## src/rtl/pip_point_loader.sv

```systemverilog
// Point-stream loader: fills POINTS {x,y} entries, then holds load_done until restart/abort; optional cksum via PIP_LOADER_CKSUM_EN.
// One point per cycle in LOAD (in_ready registered, low outside LOAD); combinational read port.
module pip_point_loader #(
  parameter  int POINTS  = 8,
  parameter  int COORD_W = 16,
  localparam int AW      = (POINTS > 1) ? $clog2(POINTS) : 1,
  localparam int CW      = $clog2(POINTS + 1)
) (
  input  logic                      clk,
  input  logic                      rst,
  input  logic                      start,
  input  logic                      abort,
  input  logic                      in_valid,
  output logic                      in_ready,
  input  logic signed [COORD_W-1:0] in_x,
  input  logic signed [COORD_W-1:0] in_y,
  output logic                      load_done,
  input  logic [AW-1:0]             rd_addr,
  output logic signed [COORD_W-1:0] rd_x,
  output logic signed [COORD_W-1:0] rd_y,
  output logic [CW-1:0]             point_cnt
`ifdef PIP_LOADER_CKSUM_EN
  ,
  output logic [COORD_W-1:0]        cksum
`endif
);

  typedef struct packed {
    logic signed [COORD_W-1:0] x;
    logic signed [COORD_W-1:0] y;
  } point_t;

  typedef enum logic [1:0] {IDLE, LOAD, DONE} state_t;

  localparam logic [CW-1:0] LAST_IDX = CW'(POINTS - 1);

  state_t state;
  point_t mem [POINTS];
  logic   wr_en;
  logic   last_xfer;

  // Abort and reset both veto a same-edge write.
  assign wr_en     = (state == LOAD) && in_ready && in_valid && !abort && !rst;
  assign last_xfer = wr_en && (point_cnt == LAST_IDX);

  always_ff @(posedge clk) begin
    if (rst) begin
      state     <= IDLE;
      point_cnt <= '0;
      in_ready  <= 1'b0;
      load_done <= 1'b0;
    end else begin
      case (state)
        IDLE: begin
          if (start) begin
            state     <= LOAD;
            point_cnt <= '0;
            in_ready  <= 1'b1;
          end
        end
        LOAD: begin
          if (abort) begin
            state     <= IDLE;
            point_cnt <= '0;
            in_ready  <= 1'b0;
          end else if (wr_en) begin
            point_cnt <= point_cnt + CW'(1);
            if (last_xfer) begin
              state     <= DONE;
              in_ready  <= 1'b0;
              load_done <= 1'b1;
            end
          end
        end
        DONE: begin
          if (abort) begin
            state     <= IDLE;
            point_cnt <= '0;
            load_done <= 1'b0;
          end else if (start) begin
            state     <= LOAD;
            point_cnt <= '0;
            load_done <= 1'b0;
            in_ready  <= 1'b1;
          end
        end
        default: begin
          state     <= IDLE;
          point_cnt <= '0;
          in_ready  <= 1'b0;
          load_done <= 1'b0;
        end
      endcase
    end
  end

  // Storage is deliberately never reset so contents survive aborts and resets.
  always_ff @(posedge clk) begin
    if (wr_en) begin
      mem[point_cnt[AW-1:0]] <= '{x: in_x, y: in_y};
    end
  end

  generate
    if (POINTS == (1 << AW)) begin : g_rd_full
      always_comb begin
        rd_x = mem[rd_addr].x;
        rd_y = mem[rd_addr].y;
      end
    end else begin : g_rd_guard
      always_comb begin
        rd_x = '0;
        rd_y = '0;
        if ({{(32-AW){1'b0}}, rd_addr} < 32'(POINTS)) begin
          rd_x = mem[rd_addr].x;
          rd_y = mem[rd_addr].y;
        end
      end
    end
  endgenerate

`ifdef PIP_LOADER_CKSUM_EN
  logic cksum_clr;
  assign cksum_clr = ((state == IDLE) && start) ||
                     ((state == LOAD) && abort) ||
                     ((state == DONE) && (abort || start));

  always_ff @(posedge clk) begin
    if (rst || cksum_clr) begin
      cksum <= '0;
    end else if (wr_en) begin
      cksum <= cksum ^ in_x ^ in_y;
    end
  end
`endif

endmodule
```

## config.mk

```make
export PLATFORM = sky130hd
export DESIGN_NAME = pip_point_loader
export DESIGN_NICKNAME = d
export VERILOG_FILES = /design/src/rtl/pip_point_loader.sv
export SDC_FILE = /design/constraint.sdc
export NUM_CORES = 1
export LEC_CHECK = 0
export CAP_MARGIN = 20
export CORE_MARGIN = 4
export CORE_UTILIZATION = 25
export DETAILED_ROUTE_END_ITERATION = 12
export PLACE_DENSITY_LB_ADDON = 0.2
export SKIP_LAST_GASP = 1
export SLEW_MARGIN = 20
export SYNTH_ARGS = -nofsm -noshare
export SYNTH_HDL_FRONTEND = slang
export SYNTH_SLANG_ARGS = --single-unit
```

## constraint.sdc

```tcl
create_clock -name clk -period 7.6 [get_ports clk]
set_clock_uncertainty 0.15 [all_clocks]
set_input_delay 1.52 -clock clk [delete_from_list [all_inputs] [get_ports clk]]
set_output_delay 1.52 -clock clk [all_outputs]
set_load 0.01 [all_outputs]
```

==> key figures, run 1 <==
Critical path
  – Worst Path Arrival: 3780 ps
  – Worst path cell trace: buf_6, buf_4, mux4_1, mux2_2, clkdlybuf4s50_1
  – Kind of critical path: input pin to output pin
  – Critical path launch point type: input pin
  – Critical path fanouts, max: 56
  – Slowest cell delay on critical path: 570 ps
  – Critical path's slowest cell: mux4_1
  – CP endpoint kind: output pin
  – Worst EP required: 5930 ps

Job
  – Max Cap Viol: 0

Clock tree
  – Post-CTS Setup Inserts: 0
  – Clock sinks: 264
  – Max Root-Sink Buffers: 3
  – CTS clock-pin slew for the worst setup and hold paths: 60 ps
  – CTS H-tree lvls: 1
  – CTS tree: yes
  – Clock root cell: clkbuf_16
  – Total CTS buffers: 29
  – Post_cts resized: 0
  – Clock latency on the worst-skew pair: 530 ps
  – Hold_buf cts: 0

Floorplanning
  – Core footprint: 0.0408 sq mm
  – I/O pin count: 78
  – Die span in x: 211 um
  – Starting Density: 25.3%
  – Die Y: 211 um
  – Rows: 74
  – Die area: 0.0446 sq mm

Global route
  – Largest net degree at the start of global routing: 65
  – Vias in the first global route: 5192
  – GRT Total Usage: 10.1%
  – Final global-route overflow total: 0
  – First-pass GRT wire length: 33800 um
  – Initial antenna violation count: 1

Timing
  – Setup WS post-layout: 2150 ps
  – Slew HR: 38.0%
  – F_max: 183 MHz
  – Total negative slack: 0 ps
  – Final Max Slew Viols: 0
  – Final count of hold timing violations: 0
  – Unrepaired setup endpoints after global routing: false
  – Fin crit share: 71.7%
  – Final setup viols: 0
  – Minimum clock period: 5450 ps
  – Tightest Pin Transition: 930 ps

Synth
  – Cell with the most instances after synthesis: edfxtp_1
  – Post-synthesis sequential area ratio: 76.1%
  – Biggest area consumer among synthesized cells: edfxtp_1
  – Ys async rst share: 0%
  – Post-synthesis register bit count: 264
  – Post-synth cell types: 35
  – Netlist Area Pre-Place: 0.0103 sq mm
  – Cells after Synth: 444
  – Most frequent cells after synthesis: edfxtp_1 (256), mux4_1 (40), mux2_2 (32)
  – Yosys warning count: 0
  – Avg Cell Area, Syn: 23.2 sq um
  – Number of synthesized flops with an enable pin: 256
  – Post-synth top area share: 74.5%
  – Post-synth net total: 485
  – Top cells by area, synth: edfxtp_1 (75%), mux4_1 (10%), mux4_2 (5.2%)
  – Post-synth top flop: edfxtp_1

Drt
  – DR pass1 iterations: 4
  – Vias: 4740
  – Remaining antenna violation count: 0
  – Vias/cell: 4.35
  – DRC: 0
  – Avg WL per Cell: 20.9 um
  – Final Routed Wirelength: 22800 um
  – Detailed Route Iter0 Violations: 167

Outcome
  – Outcome: finished clean

Cells and area
  – # nets final: 580
  – Ant. Diodes: 0
  – Share of post-route cells with drive strength above 1: 20.1%
  – Area delta synth->final: 22.0%

Power
  – Sequential share of power: 52.8%
  – Comb pwr share: 5.2%
  – Clk pwr share: 42.0%
  – Switch share: 19.4%
  – Cell Int Power: 2440 uW
  – Peak VDD IR: 155 uV
  – PD cells: 241 mW/mm^2
  – Static leakage: 0.00394 uW
  – Sw power: 588 uW

Placement
  – Post-DP HPWL: 12400 um
  – IO Port Bufs: 77
  – Pre-CTS WS: 1810 ps
  – Routability congestion estimate: 0.674

Worst hold path
  – Hold crit path type: flop to flop
## stage by stage
step | power (uW) | area, sq um | utilization (%) | hold WS [ps] | cells
6_report | 3030 | 12600 | 30.8 | 343 | 1089
5_1_grt | 3160 | 12600 | 30.8 | 391 | 1089
4_1_cts | 3080 | 12600 | 30.8 | 350 | 1089
3_5_place_dp | 1790 | 11700 | 28.7 | 333 | 1040
3_3_place_gp | 1790 | 11700 | 28.7 | 348 | 1040
2_1_floorplan | 1710 | 10300 | - | 342 | 444
## layer usage
metal	part of all wire [%]	vias to the layer above	track usage, %
met4	1.8	2	2.21
met3	4.3	34	2.23
met5	0.088	-	0
met2	51	91	17.8
li1	-	2113	-
met1	43	2500	12.8
## sequential cells by signal, indices dropped and copies added (netlist names)
name	count
point_cnt	4
state	2
load_done	1
in_ready	1
mem	256
## worst max-delay path: cells and delay by family
| family | cells | cell delay, ps |
|---|---|---|
| buffers and inverters | 3 | 1390 |
| multiplexers | 2 | 850 |
## layout make-up
class | instances | area [sq um]
clock buffers | 40 | 767
fillers | 3886 | 28200
multi-input cells | 155 | 2370
flip-flops and latches | 264 | 7850
repair buffers | 87 | 840
inverters | 2 | 7.51
well taps | 532 | 666
clock inverters | 9 | 88.8
## power groups by stage
stage / sequential, uW / combinational, uW / clock, uW
2_1_floorplan: 1630 / 80.4 / 0
3_3_place_gp: 1630 / 159 / 0
3_5_place_dp: 1630 / 161 / 0
4_1_cts: 1600 / 162 / 1320
5_1_grt: 1600 / 170 / 1390
6_report: 1600 / 157 / 1270
## path summary, 6_finish.rpt
check,startpoint,endpoint,slack (ps),cells past startpoint
worst min register to register,load_done,load_done,340,2
worst min-delay path,load_done,load_done,340,2
worst max-delay path,rd_addr[0],rd_x[10],2150,5
worst max register to register,state[0],mem[0][11],4320,4
## cell usage in the layout (no fill, tap or decap), types with 2 or more instances in the layout
master           netlist  routed
mux2_2                32      32
nand2b_1               6       6
edfxtp_1             256     256
a41oi_1                2       2
nand4_1                2       2
clkbuf_16              0      29
mux4_2                24      24
dfxtp_1                8       8
nand2_1               10      10
clkinv_1               0       5
nor3_1                 5       3
clkbuf_1               5      11
bufinv_16              0       2
nor2_1                 8       2
buf_4                  0      11
inv_1                  2       2
a311oi_1               2       2
nor2_4                 0       6
mux4_1                40      40
a21oi_1                5       5
clkdlybuf4s50_1        0      74
a211oi_1               3       3
clkinv_2               0       2
## cells by family after synthesis
logic type	synth area share, %
simple gates	2.04
mux	19.0
fa+ha+maj	0.121
compound gates	1.25
flops	76.1
buf+inv	1.52
Power figures use the tool's default switching activity.
==> inputs of run 2 (changes only) <==
==> constraint.sdc (replaced) <==
create_clock -name clk -period 5.4 [get_ports clk]
set_clock_uncertainty 0.15 [all_clocks]
set_input_delay 1.08 -clock clk [delete_from_list [all_inputs] [get_ports clk]]
set_output_delay 1.08 -clock clk [all_outputs]
set_load 0.01 [all_outputs]
==> key figures, run 2 (synthesis gave the netlist of run 1 again) <==
Outcome
  – Outcome: finished clean

Cells and area
  – # nets final: 591 (+1.9%)
  – Area delta synth->final: 23.3%
  – Layout fillers: 3883 (-0.077%)
  – Most frequent cells in the layout: edfxtp_1 (256), clkdlybuf4s50_1 (74), mux4_1 (40)
  – Core Util, Final: 31.2% (+0.33 points)
  – Largest register FFs: 256 (unchanged)
  – Share of post-route cells with drive strength above 1: 23.3% (+3.1 points)
  – Most common cell after layout, fill and taps aside: edfxtp_1

Drt
  – DR pass1 iterations: 4 (unchanged)
  – Vias: 4786 (+0.97%)
  – Remaining antenna violation count: 0 (unchanged)
  – Avg WL per Cell: 21.2 um (+1.1%)
  – Vias/cell: 4.33 (-0.49%)
  – DRC: 0 (unchanged)
  – Detailed Route Iter0 Violations: 215 (+29%)
  – Final Routed Wirelength: 23400 um (+2.6%)

Critical path
  – Critical path fanouts, max: 24 (-57%)
  – Critical path launch point type: input pin
  – WP depth: 5 (unchanged)
  – Worst Path Arrival: 3220 ps (-560 ps)
  – Slowest cell delay on critical path: 590 ps (+20 ps)
  – Reg2reg path depth: 4 (unchanged)
  – CP endpoint kind: output pin
  – Worst path cell trace: buf_4, buf_4, mux4_1, mux2_2, clkdlybuf4s50_1
  – Buf/Inv on CP: 3 (unchanged)
  – Worst EP required: 4170 ps (-1760 ps)
  – Crit path top cell by count: buf_4
  – Critical path's slowest cell: mux4_1
  – Crit path max-delay family: buffers and inverters
  – Kind of critical path: input pin to output pin

Clock tree
  – Clock root cell: clkbuf_16
  – Hold_buf cts: 0 (unchanged)
  – Max Root-Sink Buffers: 3 (unchanged)
  – Post_cts resized: 0 (unchanged)
  – CTS H-tree lvls: 1 (unchanged)
  – Post-CTS Setup Inserts: 0 (unchanged)
  – Clock sinks: 264 (unchanged)
  – Total CTS buffers: 28 (-3.4%)
  – Clock latency on the worst-skew pair: 550 ps (+20 ps)
  – CTS tree: yes
  – CTS clock-pin slew for the worst setup and hold paths: 60 ps (about the same)

Floorplanning
  – Die span in x: 211 um (unchanged)
  – Die Y: 211 um (unchanged)
  – I/O pin count: 78 (unchanged)
  – Core footprint: 0.0408 sq mm (unchanged)
  – Rows: 74 (unchanged)
  – Die area: 0.0446 sq mm (unchanged)
  – Starting Density: 25.3% (unchanged)

Placement
  – Routability congestion estimate: 0.660 (-2.0%)
  – Post-DP HPWL: 13800 um (+11%)
  – IO Port Bufs: 77 (unchanged)

Timing
  – Slew HR: 49.7% (+12 points)
  – Unrepaired setup endpoints after global routing: false
  – Tightest Pin Transition: 752 ps (-178 ps)
  – Final setup viols: 0 (unchanged)
  – Fin crit share: 82.3%
  – Final count of hold timing violations: 0 (unchanged)
  – Total negative slack: 0 ps (unchanged)
  – Final Max Slew Viols: 0 (unchanged)
  – Final hold slack: 372 ps (+28.6 ps)
  – F_max: 225 MHz
  – Minimum clock period: 4450 ps

Power
  – Power consumption: 4330 uW (+43%)
  – Peak VDD IR: 185 uV (+19%)
  – Static leakage: 0.00403 uW (+2.4%)
  – PD cells: 341 mW/mm^2 (+41%)

Global route
  – Largest net degree at the start of global routing: 44 (-32%)
  – First-pass GRT wire length: 34600 um (+2.4%)
  – Vias in the first global route: 5308 (+2.2%)
  – GRT Total Usage: 10.5% (+0.33 points)
  – Final global-route overflow total: 0 (unchanged)
  – Initial antenna violation count: 1 (unchanged)

Worst hold path
  – Hold depth: 2 (unchanged)
  – Hold crit path type: flop to flop

Job
  – Max Cap Viol: 0 (unchanged)
[run 2: cell types whose count changed in the layout (fill, tap and decap cells not counted), sizes merged]
cell / before / now
buf: 13 / 25
clkbuf: 40 / 33
clkinv: 7 / 12
inv: 2 / 5
clkinvlp: 0 / 2
diode: 0 / 1
[run 2: area by class of cell]
cell class	instances	area [sq um]	area share, %
Antenna cell	1	2.50	0.0197
Clock inverter	19	154	1.21
Tap cell	532	666	5.23
Timing Repair Buffer	99	938	7.37
Inverter	2	7.51	0.0590
Multi-Input combinational cell	155	2370	18.6
Clock buffer	33	741	5.82
Sequential cell	264	7850	61.7
[run 2: power breakdown]
group | switching, uW | internal (uW) | leakage (uW)
registers | 3.35 | 2250 | 0.00237
clock network | 778 | 1080 | 0.000437
logic | 106 | 121 | 0.00123
total | 887 | 3450 | 0.00403
[run 2: final timing paths]
check	startpoint	endpoint	slack, ps
hold / removal	load_done	load_done	370
hold reg to reg	load_done	load_done	370
setup / recovery	rd_addr[0]	rd_x[4]	950
setup reg to reg	state[0]	mem[2][8]	2420
[run 2: stage by stage]
stage,setup WS (ps),cell area [sq um],instances
2_1_floorplan,668,10300,444
4_1_cts,885,12700,1104
3_5_place_dp,886,11800,1052
6_report,953,12700,1105
5_1_grt,827,12700,1104
3_3_place_gp,898,11800,1052
[run 2: layer usage]
layer / global-route usage, % / up-vias / share of wire, %
met1: 12.8 / 2541 / 42
met4: 2.68 / 2 / 1.8
met5: 0 / - / 0.056
li1: - / 2133 / -
met3: 2.57 / 33 / 4.8
met2: 18.5 / 77 / 51
[run 2: tightest hold or removal path: stages (launching register included)]
cell,delay [ps]
dfxtp_1,330
nand2_1,60
a211oi_1,70
==> inputs of run 3 (changes only) <==
==> constraint.sdc (replaced) <==
create_clock -name clk -period 4.22 [get_ports clk]
set_clock_uncertainty 0.15 [all_clocks]
set_input_delay 0.844 -clock clk [delete_from_list [all_inputs] [get_ports clk]]
set_output_delay 0.844 -clock clk [all_outputs]
set_load 0.01 [all_outputs]
==> key figures, run 3 (synthesis gave the netlist of run 1 again) <==
Power
  – Peak VDD IR: 282 uV (+53%)
  – Static leakage: 0.00407 uW (+0.88%)
  – Cell Int Power: 4580 uW (+33%)
  – Clk pwr share: 44.1% (+1.3 points)
  – Power consumption: 5680 uW (+31%)
  – PD cells: 441 mW/mm^2 (+29%)
  – Switch share: 19.3% (-1.2 points)
  – Sw power: 1100 uW (+24%)
  – Comb pwr share: 5.2% (about the same)
  – Sequential share of power: 50.7% (-1.2 points)

Global route
  – Initial antenna violation count: 1 (unchanged)
  – GRT Total Usage: 10.2% (-0.29 points)
  – Final global-route overflow total: 0 (unchanged)
  – Vias in the first global route: 5247 (-1.1%)
  – Largest net degree at the start of global routing: 33 (-25%)
  – First-pass GRT wire length: 34100 um (-1.7%)

Cells and area
  – Most frequent cells in the layout: edfxtp_1 (256), clkdlybuf4s50_1 (74), mux4_1 (40)
  – Final Non-Filler Cells: 1099 (-0.54%)
  – Share of post-route cells with drive strength above 1: 22.9% (-0.32 points)
  – Area delta synth->final: 25.0%
  – Post-route cell area: 0.0129 sq mm (+1.3%)
  – Largest register FFs: 256 (unchanged)
  – # nets final: 588 (-0.51%)
  – Most common cell after layout, fill and taps aside: edfxtp_1
  – Ant. Diodes: 0 (-1)

Critical path
  – Crit path max-delay family: buffers and inverters
  – Worst EP required: 3230 ps (-940 ps)
  – Slowest cell delay on critical path: 610 ps (+20 ps)
  – Reg2reg path depth: 5 (+1)
  – Critical path's slowest cell: mux4_1
  – Kind of critical path: input pin to output pin
  – WP depth: 5 (unchanged)
  – Critical path fanouts, max: 25 (+4.2%)
  – Buf/Inv on CP: 3 (unchanged)
  – Worst Path Arrival: 2780 ps (-440 ps)
  – Worst path cell trace: buf_4, buf_12, mux4_1, mux2_2, clkdlybuf4s50_1
  – Critical path launch point type: input pin
  – CP endpoint kind: output pin

Placement
  – Post-DP Area: 0.0119 sq mm (+0.97%)
  – Post-DP HPWL: 13600 um (-1.8%)
  – Placed Cells: 1049 (-0.29%)
  – IO Port Bufs: 77 (unchanged)
  – Pre-CTS WS: 401 ps (-484 ps)
  – Routability congestion estimate: 0.656 (-0.68%)

Drt
  – DRC: 0 (unchanged)
  – Detailed Route Iter0 Violations: 318 (+48%)
  – Remaining antenna violation count: 0 (unchanged)
  – Vias: 4844 (+1.2%)
  – Avg WL per Cell: 21.2 um (about the same)
  – DR pass1 iterations: 6 (+2)
  – Vias/cell: 4.41 (+1.8%)
  – Final Routed Wirelength: 23300 um (-0.53%)

Clock tree
  – Clock latency on the worst-skew pair: 520 ps (-30 ps)
  – CTS clock-pin slew for the worst setup and hold paths: 60 ps (about the same)
  – Max Root-Sink Buffers: 3 (unchanged)
  – Clock root cell: clkbuf_16
  – Hold_buf cts: 0 (unchanged)
  – Post-CTS Setup Inserts: 0 (unchanged)
  – CTS tree: yes
  – Total CTS buffers: 28 (unchanged)
  – Post_cts resized: 0 (unchanged)
  – Clock sinks: 264 (unchanged)
  – CTS H-tree lvls: 1 (unchanged)

Floorplanning
  – Die span in x: 211 um (unchanged)
  – Rows: 74 (unchanged)
  – Die Y: 211 um (unchanged)
  – Die area: 0.0446 sq mm (unchanged)
  – I/O pin count: 78 (unchanged)
  – Starting Density: 25.3% (unchanged)
  – Core footprint: 0.0408 sq mm (unchanged)

Timing
  – Fin crit share: 89.3%
  – Minimum clock period: 3770 ps
  – F_max: 265 MHz
  – Final count of hold timing violations: 0 (unchanged)
  – Slew HR: 60.2% (+11 points)
  – Tightest Pin Transition: 595 ps (-157 ps)
  – Unrepaired setup endpoints after global routing: false
  – Final Max Slew Viols: 0 (unchanged)
  – Final setup viols: 0 (unchanged)
  – Total negative slack: 0 ps (unchanged)
  – Setup WS post-layout: 449 ps (-504 ps)

Worst hold path
  – Hold depth: 2 (unchanged)
  – Hold crit path type: flop to flop

Outcome
  – Outcome: finished clean

Job
  – Max Cap Viol: 0 (unchanged)
## run 3: power groups by stage
stage | logic, uW | registers (uW) | clock network, uW
6_report | 294 | 2880 | 2510
5_1_grt | 317 | 2880 | 2700
4_1_cts | 302 | 2880 | 2590
3_5_place_dp | 300 | 2940 | 0
3_3_place_gp | 294 | 2940 | 0
2_1_floorplan | 145 | 2930 | 0
## run 3: cell type report
type / instances / area (sq um)
Clock buffer: 33 / 741
Clock inverter: 17 / 211
Fill cell: 3875 / 27900
Inverter: 2 / 7.51
Multi-Input combinational cell: 155 / 2380
Sequential cell: 264 / 7850
Tap cell: 532 / 666
Timing Repair Buffer: 96 / 1040
## run 3: per-layer routing
layer / wire length, um / GRT usage [%] / vias to the layer above
met5: 13 / 0 / -
met4: 243 / 1.88 / 2
met3: 1110 / 2.17 / 23
met2: 11600 / 17.2 / 93
met1: 10300 / 13.7 / 2594
li1: - / - / 2132
## run 3: per-stage QoR
step / utilization (%) / hold WS, ps
final: 31.6 / 361
after CTS: 31.6 / 355
after global routing: 31.6 / 390
after floorplan: - / 342
after global placement: 29.2 / 324
after detailed placement: 29.2 / 347
## run 3: final timing paths
kind | startpoint | end | slack (ps)
hold / removal | load_done | load_done | 360
hold reg to reg | load_done | load_done | 360
setup / recovery | rd_addr[0] | rd_x[9] | 450
setup reg to reg | state[0] | mem[4][23] | 1670
## run 3: worst min-delay path: cells and delay by family (launching register included)
family           cells  cell delay (ps)
flip-flops           1              330
AND/OR/NAND/NOR      1               60
AO/OA/AOI/OAI        1               70
